File: src/rtl/imem_loader_if.sv
// Byte-stream and instruction-memory write bus of the boot loader.
// Handshake: a byte moves on a rising edge where byte_valid && byte_ready; byte_ready never depends on byte_valid.
interface imem_loader_if #(
  parameter int ADDR_W = 10
);
  logic              start;
  logic              byte_valid;
  logic [7:0]        byte_data;
  logic              byte_ready;
  logic              im_we;
  logic [ADDR_W-1:0] im_addr;
  logic [31:0]       im_wdata;
  logic              cpu_hold;
  logic              done;
  logic              error;

  modport master (
    output start, byte_valid, byte_data,
    input  byte_ready, im_we, im_addr, im_wdata, cpu_hold, done, error
  );

  modport slave (
    input  start, byte_valid, byte_data,
    output byte_ready, im_we, im_addr, im_wdata, cpu_hold, done, error
  );
endinterface

File: src/rtl/imem_loader.sv
// Boot loader: parses [N hi][N lo][N*4 data bytes][xor checksum] into instruction-memory writes
// and holds the CPU in reset until a load completes with a good checksum.
module imem_loader #(
  parameter int ADDR_W = 10
) (
  input  logic         i_clk,
  input  logic         i_rst,
  imem_loader_if.slave io_bus,
  output logic [2:0]   o_state
);
  localparam logic [2:0] S_IDLE  = 3'd0;
  localparam logic [2:0] S_HDR   = 3'd1;
  localparam logic [2:0] S_DATA  = 3'd2;
  localparam logic [2:0] S_WRITE = 3'd3;
  localparam logic [2:0] S_CHK   = 3'd4;
  localparam logic [2:0] S_DONE  = 3'd5;
  localparam logic [2:0] S_ERR   = 3'd6;

  logic [2:0]        r_state;
  logic [1:0]        r_bcnt;
  logic [15:0]       r_n;
  logic [16:0]       r_idx;
  logic [31:0]       r_word;
  logic [7:0]        r_csum;
  logic [ADDR_W-1:0] r_im_addr;
  logic [31:0]       r_im_wdata;

  logic        w_ready;
  logic        w_hs;
  logic [15:0] w_n_full;
  logic [16:0] w_cap;
  logic [16:0] w_idx_next;
  logic [31:0] w_word_next;

  assign w_ready     = (r_state == S_HDR) || (r_state == S_DATA) || (r_state == S_CHK);
  assign w_hs        = io_bus.byte_valid && w_ready;
  assign w_n_full    = {r_n[15:8], io_bus.byte_data};
  assign w_cap       = 17'd1 << ADDR_W;
  assign w_idx_next  = r_idx + 17'd1;
  assign w_word_next = {r_word[23:0], io_bus.byte_data};

  always_ff @(posedge i_clk or posedge i_rst) begin
    if (i_rst) begin
      r_state    <= S_IDLE;
      r_bcnt     <= '0;
      r_n        <= '0;
      r_idx      <= '0;
      r_word     <= '0;
      r_csum     <= '0;
      r_im_addr  <= '0;
      r_im_wdata <= '0;
    end else begin
      case (r_state)
        S_IDLE, S_DONE, S_ERR: begin
          if (io_bus.start) begin
            r_state <= S_HDR;
            r_bcnt  <= '0;
            r_idx   <= '0;
            r_csum  <= '0;
          end
        end
        S_HDR: begin
          if (w_hs) begin
            if (r_bcnt == 2'd0) begin
              r_n[15:8] <= io_bus.byte_data;
              r_bcnt    <= 2'd1;
            end else begin
              r_n[7:0] <= io_bus.byte_data;
              r_bcnt   <= 2'd0;
              // A count larger than the memory is rejected before any write can happen.
              if (w_n_full == 16'd0)               r_state <= S_CHK;
              else if ({1'b0, w_n_full} > w_cap)   r_state <= S_ERR;
              else                                 r_state <= S_DATA;
            end
          end
        end
        S_DATA: begin
          if (w_hs) begin
            r_word <= w_word_next;
            r_csum <= r_csum ^ io_bus.byte_data;
            if (r_bcnt == 2'd3) begin
              r_bcnt     <= 2'd0;
              r_im_addr  <= r_idx[ADDR_W-1:0];
              r_im_wdata <= w_word_next;
              r_state    <= S_WRITE;
            end else begin
              r_bcnt <= r_bcnt + 2'd1;
            end
          end
        end
        S_WRITE: begin
          r_idx   <= w_idx_next;
          r_state <= (w_idx_next == {1'b0, r_n}) ? S_CHK : S_DATA;
        end
        S_CHK: begin
          if (w_hs) r_state <= (io_bus.byte_data == r_csum) ? S_DONE : S_ERR;
        end
        default: r_state <= S_IDLE;
      endcase
    end
  end

  assign io_bus.byte_ready = w_ready;
  assign io_bus.im_we      = (r_state == S_WRITE);
  assign io_bus.im_addr    = r_im_addr;
  assign io_bus.im_wdata   = r_im_wdata;
  assign io_bus.cpu_hold   = (r_state != S_DONE);
  assign io_bus.done       = (r_state == S_DONE);
  assign io_bus.error      = (r_state == S_ERR);
  assign o_state           = r_state;
endmodule

File: src/flat_wrapper.sv
// flat-port wrapper written by rule: the top's interface ports become plain ports
module imem_loader_flat 
#(
  parameter int ADDR_W = 10
)
  (i_clk, i_rst, o_state, io_bus_start, io_bus_byte_valid, io_bus_byte_data, io_bus_byte_ready, io_bus_im_we, io_bus_im_addr, io_bus_im_wdata, io_bus_cpu_hold, io_bus_done, io_bus_error);
  imem_loader_if #(.ADDR_W(ADDR_W)) io_bus_i ();
  input  logic i_clk;
  input  logic i_rst;
  output logic [2:0] o_state;
  input wire logic [$bits(io_bus_i.start)-1:0] io_bus_start;
  input wire logic [$bits(io_bus_i.byte_valid)-1:0] io_bus_byte_valid;
  input wire logic [$bits(io_bus_i.byte_data)-1:0] io_bus_byte_data;
  output wire logic [$bits(io_bus_i.byte_ready)-1:0] io_bus_byte_ready;
  output wire logic [$bits(io_bus_i.im_we)-1:0] io_bus_im_we;
  output wire logic [$bits(io_bus_i.im_addr)-1:0] io_bus_im_addr;
  output wire logic [$bits(io_bus_i.im_wdata)-1:0] io_bus_im_wdata;
  output wire logic [$bits(io_bus_i.cpu_hold)-1:0] io_bus_cpu_hold;
  output wire logic [$bits(io_bus_i.done)-1:0] io_bus_done;
  output wire logic [$bits(io_bus_i.error)-1:0] io_bus_error;
  assign io_bus_i.start = io_bus_start;
  assign io_bus_i.byte_valid = io_bus_byte_valid;
  assign io_bus_i.byte_data = io_bus_byte_data;
  assign io_bus_byte_ready = io_bus_i.byte_ready;
  assign io_bus_im_we = io_bus_i.im_we;
  assign io_bus_im_addr = io_bus_i.im_addr;
  assign io_bus_im_wdata = io_bus_i.im_wdata;
  assign io_bus_cpu_hold = io_bus_i.cpu_hold;
  assign io_bus_done = io_bus_i.done;
  assign io_bus_error = io_bus_i.error;
  imem_loader #(.ADDR_W(ADDR_W)) u_core (.i_clk(i_clk), .i_rst(i_rst), .io_bus(io_bus_i), .o_state(o_state));
endmodule
File: config.mk
export PLATFORM = sky130hd
export DESIGN_NAME = imem_loader_flat
export DESIGN_NICKNAME = d
export VERILOG_FILES = /design/src/rtl/imem_loader_if.sv /design/src/rtl/imem_loader.sv /design/src/flat_wrapper.sv
export SDC_FILE = /design/constraint.sdc
export NUM_CORES = 1
export LEC_CHECK = 0
export CORE_ASPECT_RATIO = 1.75
export CORE_MARGIN = 2
export CORE_UTILIZATION = 51
export CTS_CLUSTER_SIZE = 12
export DETAILED_ROUTE_END_ITERATION = 6
export PLACE_DENSITY = 0.82
export SETUP_SLACK_MARGIN = 0.2
export SYNTH_ARGS = -nofsm -noshare
export SYNTH_HDL_FRONTEND = slang
export SYNTH_SLANG_ARGS = --single-unit
File: constraint.sdc
create_clock -name i_clk -period 7.5 [get_ports i_clk]
set_input_delay 2.25 -clock i_clk [delete_from_list [all_inputs] [get_ports i_clk]]
set_output_delay 2.25 -clock i_clk [all_outputs]
set_load 0.01 [all_outputs]
Word-level counts from Yosys, hierarchy flattened:

Cells that the tools add are included.

* bits in read-only memories: 0
* bits in registers: 112
* RAM bits: 0
* output and inout bits: 50
* logic and storage cells: 70
* latch bits: 0
* memories: 0

* magnitude comparators: 1
* equality and inequality tests: 16
* multiply operators: 0
* mux-type cells: 22
* add/subtract/negate cells: 2
* shifts and indexed selects: 0
* divide/modulo/power cells: 0
* bitwise gates (word level): 2
* reduce and logical (&&, ||, !) cells: 18

Operators with widths (number)
* 17-bit one-hot mux with 2 select lines: 1
* 3-bit 2-to-1 mux: 9
* 17-bit by 1-bit adder with 17-bit output (second input constant): 1
* 17-bit by 16-bit equality test with 1-bit output: 1
* 17-bit 2-to-1 mux: 1
* 16-bit by 11-bit > comparator with 1-bit output (second input constant): 1
* 16-bit zero test: 1
* 8-bit 2-to-1 mux: 2
* 8-bit one-hot mux with 2 select lines: 1
* 3-bit one-hot mux with 5 select lines: 1
* 3-bit AND reduction: 4
* 2-bit 2-to-1 mux: 5
* 3-bit equality test (second input constant): 3
* 8-bit equality test: 1
* 8-bit bitwise XOR: 1
* 3-bit by 2-bit equality test with 1-bit output (second input constant): 2
* 2-bit by 1-bit != test with 1-bit output (second input constant): 3
* 2-bit != test (second input constant): 3
* 2-bit one-hot mux with 3 select lines: 1
* 6-bit AND reduction: 1
* 2-bit AND reduction: 2
* 4-bit AND reduction: 1
* 2-bit nonzero test: 2
* 3-bit by 1-bit equality test with 1-bit output (second input constant): 1
* 11 further kinds: 12

Longest topological paths before layout:

* depth in word-level cells: 6
* depth in mapped cells: 9
* depth with buffers taken out: 8

Worst setup path before layout:

Ideal clock, no wire load.

* kind: in2reg
* start point: in io_bus_byte_valid
* end point: reg u_core.r_im_wdata[10] (netlist: u_core.io_bus.im_wdata[10])
* buffers on the path: 3
* path slack: 3.842 ns
* library setup time: 0.125 ns
* cell stages on the path: 6
* arrival time: 3.533 ns
* cells stage by stage: clkbuf_1 -> and2_1 -> buf_2 -> nand2_1 -> buf_1 -> mux2_2

* longest elaborated chain between the ends: 2

RTL lines
* start, declared: RTL line flat_wrapper.sv:12 `input wire logic [$bits(io_bus_i.byte_valid)-1:0] io_bus_byte_valid;`
* 1-bit logical AND: RTL line imem_loader.sv:36 `assign w_hs = io_bus.byte_valid && w_ready;`
* 3-bit AND reduction (no source line)
* end signal, assigned: RTL line imem_loader.sv:84 `r_im_wdata <= w_word_next;`
* end, declared: RTL line imem_loader.sv:26 `logic [31:0] r_im_wdata;`

No other way between the ends.
A chain may end at the register's enable or synchronous reset.

Final worst setup path:

* start point: in io_bus_byte_valid
* end point: reg u_core.r_im_wdata[2] (netlist: u_core.io_bus.im_wdata[2])

Same word-level chain as after synthesis.

==> results.py <==
metrics = {
    "outcome": {
        "status": "finished, final reports clean",
    },
    "placement": {
        "place_congestion": 0.898,
        "io_buffer_count": 61,
        "hpwl_mm": 9.09,
        "pre_cts_ws_ns": 2.37,
    },
    "routing": {
        "drt-initial-drc-count": 240,
        "drtPass1Iterations": 4,
        "wl_mm": 12.8,
        "wl_per_cell_um": 17.5,
        "detail-route-antenna-nets": 0,
        "routed_via_density": 5.88,
        "post-route-drc-count": 0,
        "vias": 4289,
    },
    "clock_network": {
        "holdBufCountCts": 0,
        "clk_pin_slew_ns": 0.08,
        "cts_resized": 0,
        "cts_tree": "yes",
        "post_cts_buffers": 0,
        "cts.sinks": 112,
        "cts_max_level": 3,
        "clock_latency_ns": 0.35,
        "root_buffer": "clkbuf_16",
        "numCtsBuffers": 9,
        "cts_buffer_depth": 2,
    },
    "power": {
        "p_leak_nw": 2.94,
        "pwr-share-seq_pct": 40.7,
        "intPower_mw": 1.63,
        "sw_frac_of_total_pct": 37.0,
        "ir_drop_mv": 0.230,
        "cellPowerDensity_mw_per_mm2": 395,
        "switchingPower_mw": 0.958,
        "clock_power_share_pct": 20.5,
        "p_comb_share_pct": 38.8,
        "finalPower_mw": 2.59,
    },
    "finish": {
        "area_growth_pct": 17.9,
        "layout_common_cells": "112 x dfrtp_1, 100 x nand2_1, 61 x clkdlybuf4s50_1",
        "final_core_util_pct": 61.6,
        "drive_above_1_share_pct": 14.3,
        "insertedDiodeCount": 0,
        "layout.nets": 610,
        "layout_commonest_cell": "dfrtp_1",
    },
    "grt": {
        "grt_max_degree": 64,
        "grt_pass1_vias": 4364,
        "grt_pass1_wl_mm": 21.2,
        "antenna_found_initial": 0,
        "track_usage_pct": 22.4,
        "grt-ovfl-total": 0,
    },
    "logic_synthesis": {
        "postSynthAreaPerCell_um2": 10.1,
        "seq_area_frac_synth_pct": 50.5,
        "synth-edff-count": 0,
        "ys.warnings.count": 0,
        "yosys_register_bits": 112,
        "syn_area_mm2": 0.00555,
        "synth_cells": 551,
        "async_flop_share_pct": 100,
        "synth_fp_nets": 566,
        "yosys_most_used_dff": "dfrtp_1",
        "synth_cell_type_count": 52,
    },
    "timing": {
        "relSlewSlack_pct": 25.2,
        "worst_hold_slack_ns": 0.486,
        "hold_viol_final": 0,
        "fmax_mhz": 209,
        "setup_ws_ns": 2.72,
        "setup_violations": 0,
        "finClkSkew_ns": 0.00789,
        "fin_tns_setup_ns": 0,
        "post-route-period-util_pct": 63.8,
        "slew_viol_final": 0,
        "finalCriticalPeriod_ns": 4.78,
        "rsz0062_at_grt": "false",
        "tightest_slew_ns": 1.12,
    },
    "setup_path": {
        "path_cells": "clkdlybuf4s50_1 > and2_1 > nand2_2 > mux2_2",
        "arrival_ns": 5.02,
        "regToRegStartpoint": "u_core.o_state[1]",
        "crit_fanout": 42,
        "critPathLaunchType": "input port",
        "crit_path_end": "u_core.io_bus.im_wdata[2]",
        "cp_slowest_stage_delay_ns": 0.81,
        "cp-end-kind": "flip-flop",
        "crit_type": "in2reg",
        "r2r_slack_ns": 4.08,
        "r2r_end": "u_core.io_bus.im_wdata[2]",
        "cp-startpoint": "io_bus_byte_valid",
        "r2r_cells": 5,
        "slowest_stage": "nand2_2",
        "critPathRequiredTime_ns": 7.74,
    },
    "die": {
        "fp.dieH_um": 142,
        "io_pins": 62,
        "core-area_mm2": 0.0106,
        "initial_core_util_pct": 52.2,
        "die_area_mm2": 0.0118,
        "rows": 50,
        "die-width_um": 82.9,
    },
    "job": {
        "cap_violations": 0,
    },
    "hold_path": {
        "worstHoldPathType": "reg2reg",
    },
}
==> power by group through the flow <==
stage | clock (mW) | sequential (mW) | combinational, mW
final | 0.531 | 1.05 | 1.01
after detailed placement | 0 | 1.06 | 0.999
after global placement | 0 | 1.05 | 0.960
after CTS | 0.535 | 1.05 | 1.01
after global routing | 0.559 | 1.08 | 1.11
after floorplan | 0 | 1.00 | 0.653
==> kinds of logic (layout without fill, tap and decap cells) <==
kind of cell | after synthesis | count (layout) | share of synthesized area (%)
flip-flops | 112 | 112 | 50.5
adder cells (fa/ha/maj) | 4 | 4 | 0.856
multiplexers | 65 | 65 | 13.0
XOR/XNOR | 21 | 21 | 3.31
AND/OR/NAND/NOR | 219 | 219 | 19.3
AO/OA/AOI/OAI | 89 | 89 | 9.84
buffers and inverters | 41 | 90 | 3.18
==> flip-flops by register name, indices dropped and copies added (netlist names) <==
register / cells
u_core.io_bus.im_wdata: 32
u_core.r_n: 16
u_core.r_idx: 17
u_core.r_word: 24
u_core.o_state: 3
u_core.r_csum: 8
u_core.io_bus.im_addr: 10
u_core.r_bcnt: 2
==> worst max-delay path, delay by kind of cell <==
kind / cells / cell delay, ns
mux: 1 / 0.54
simple gates: 2 / 1.59
buf+inv: 1 / 0.61
==> layer usage <==
| layer | wire length, um | GRT usage (%) | vias to the layer above |
|---|---|---|---|
| li1 | - | - | 1993 |
| met4 | 663 | 13.0 | 0 |
| met2 | 7000 | 40.9 | 111 |
| met5 | 0 | 0 | - |
| met3 | 312 | 3.19 | 40 |
| met1 | 4780 | 24.5 | 2145 |
==> metrics by stage <==
stage	area, um^2	cells
after floorplan	5550	551
after global placement	6210	714
after detailed placement	6210	714
after CTS	6550	730
after global routing	6550	730
final	6550	730
==> cell usage after synthesis (3+ instances only) <==
library cell | count | area share (%)
buf_1 | 4 | 0.27
nand2_1 | 101 | 6.8
a21oi_1 | 13 | 1.2
xnor2_1 | 13 | 2.1
o21ai_0 | 45 | 4.1
buf_4 | 3 | 0.41
buf_2 | 9 | 0.81
and2_1 | 3 | 0.34
or3_1 | 4 | 0.45
inv_1 | 10 | 0.68
ha_1 | 3 | 0.68
mux2_2 | 58 | 12
mux2i_1 | 7 | 1.3
nand2b_1 | 18 | 2.0
nand3_1 | 10 | 0.90
o211ai_1 | 3 | 0.41
o31ai_1 | 8 | 1.1
nor3_1 | 12 | 1.1
xor2_1 | 8 | 1.3
nor2b_1 | 9 | 1.0
nand4_1 | 5 | 0.56
dfrtp_1 | 112 | 50
nor4_1 | 7 | 0.79
clkbuf_1 | 14 | 0.95
nor2_1 | 37 | 2.5
==> worst min-delay path by stage <==
| stage | startpoint | endpoint | slack, ns | cells after the start |
|---|---|---|---|---|
| after floorplan | u_core.r_word[16] | u_core.r_word[16] | 0.44 | 2 |
| after global placement | u_core.r_word[19] | u_core.r_word[19] | 0.46 | 2 |
| after detailed placement | u_core.r_word[20] | u_core.r_word[20] | 0.47 | 2 |
| after CTS | u_core.r_word[23] | u_core.r_word[23] | 0.49 | 2 |
| after global routing | u_core.r_word[22] | u_core.r_word[22] | 0.52 | 2 |
| final | u_core.r_word[23] | u_core.r_word[23] | 0.49 | 2 |
==> final cells by class <==
type	count	area (um^2)
Tap cell	130	163
Clock inverter	6	97.6
Sequential cell	112	2800
Timing Repair Buffer	63	626
Clock buffer	10	239
Multi-Input combinational cell	398	2580
Inverter	11	43.8
Fill cell	853	4090
(Power assumes the default switching activity.)
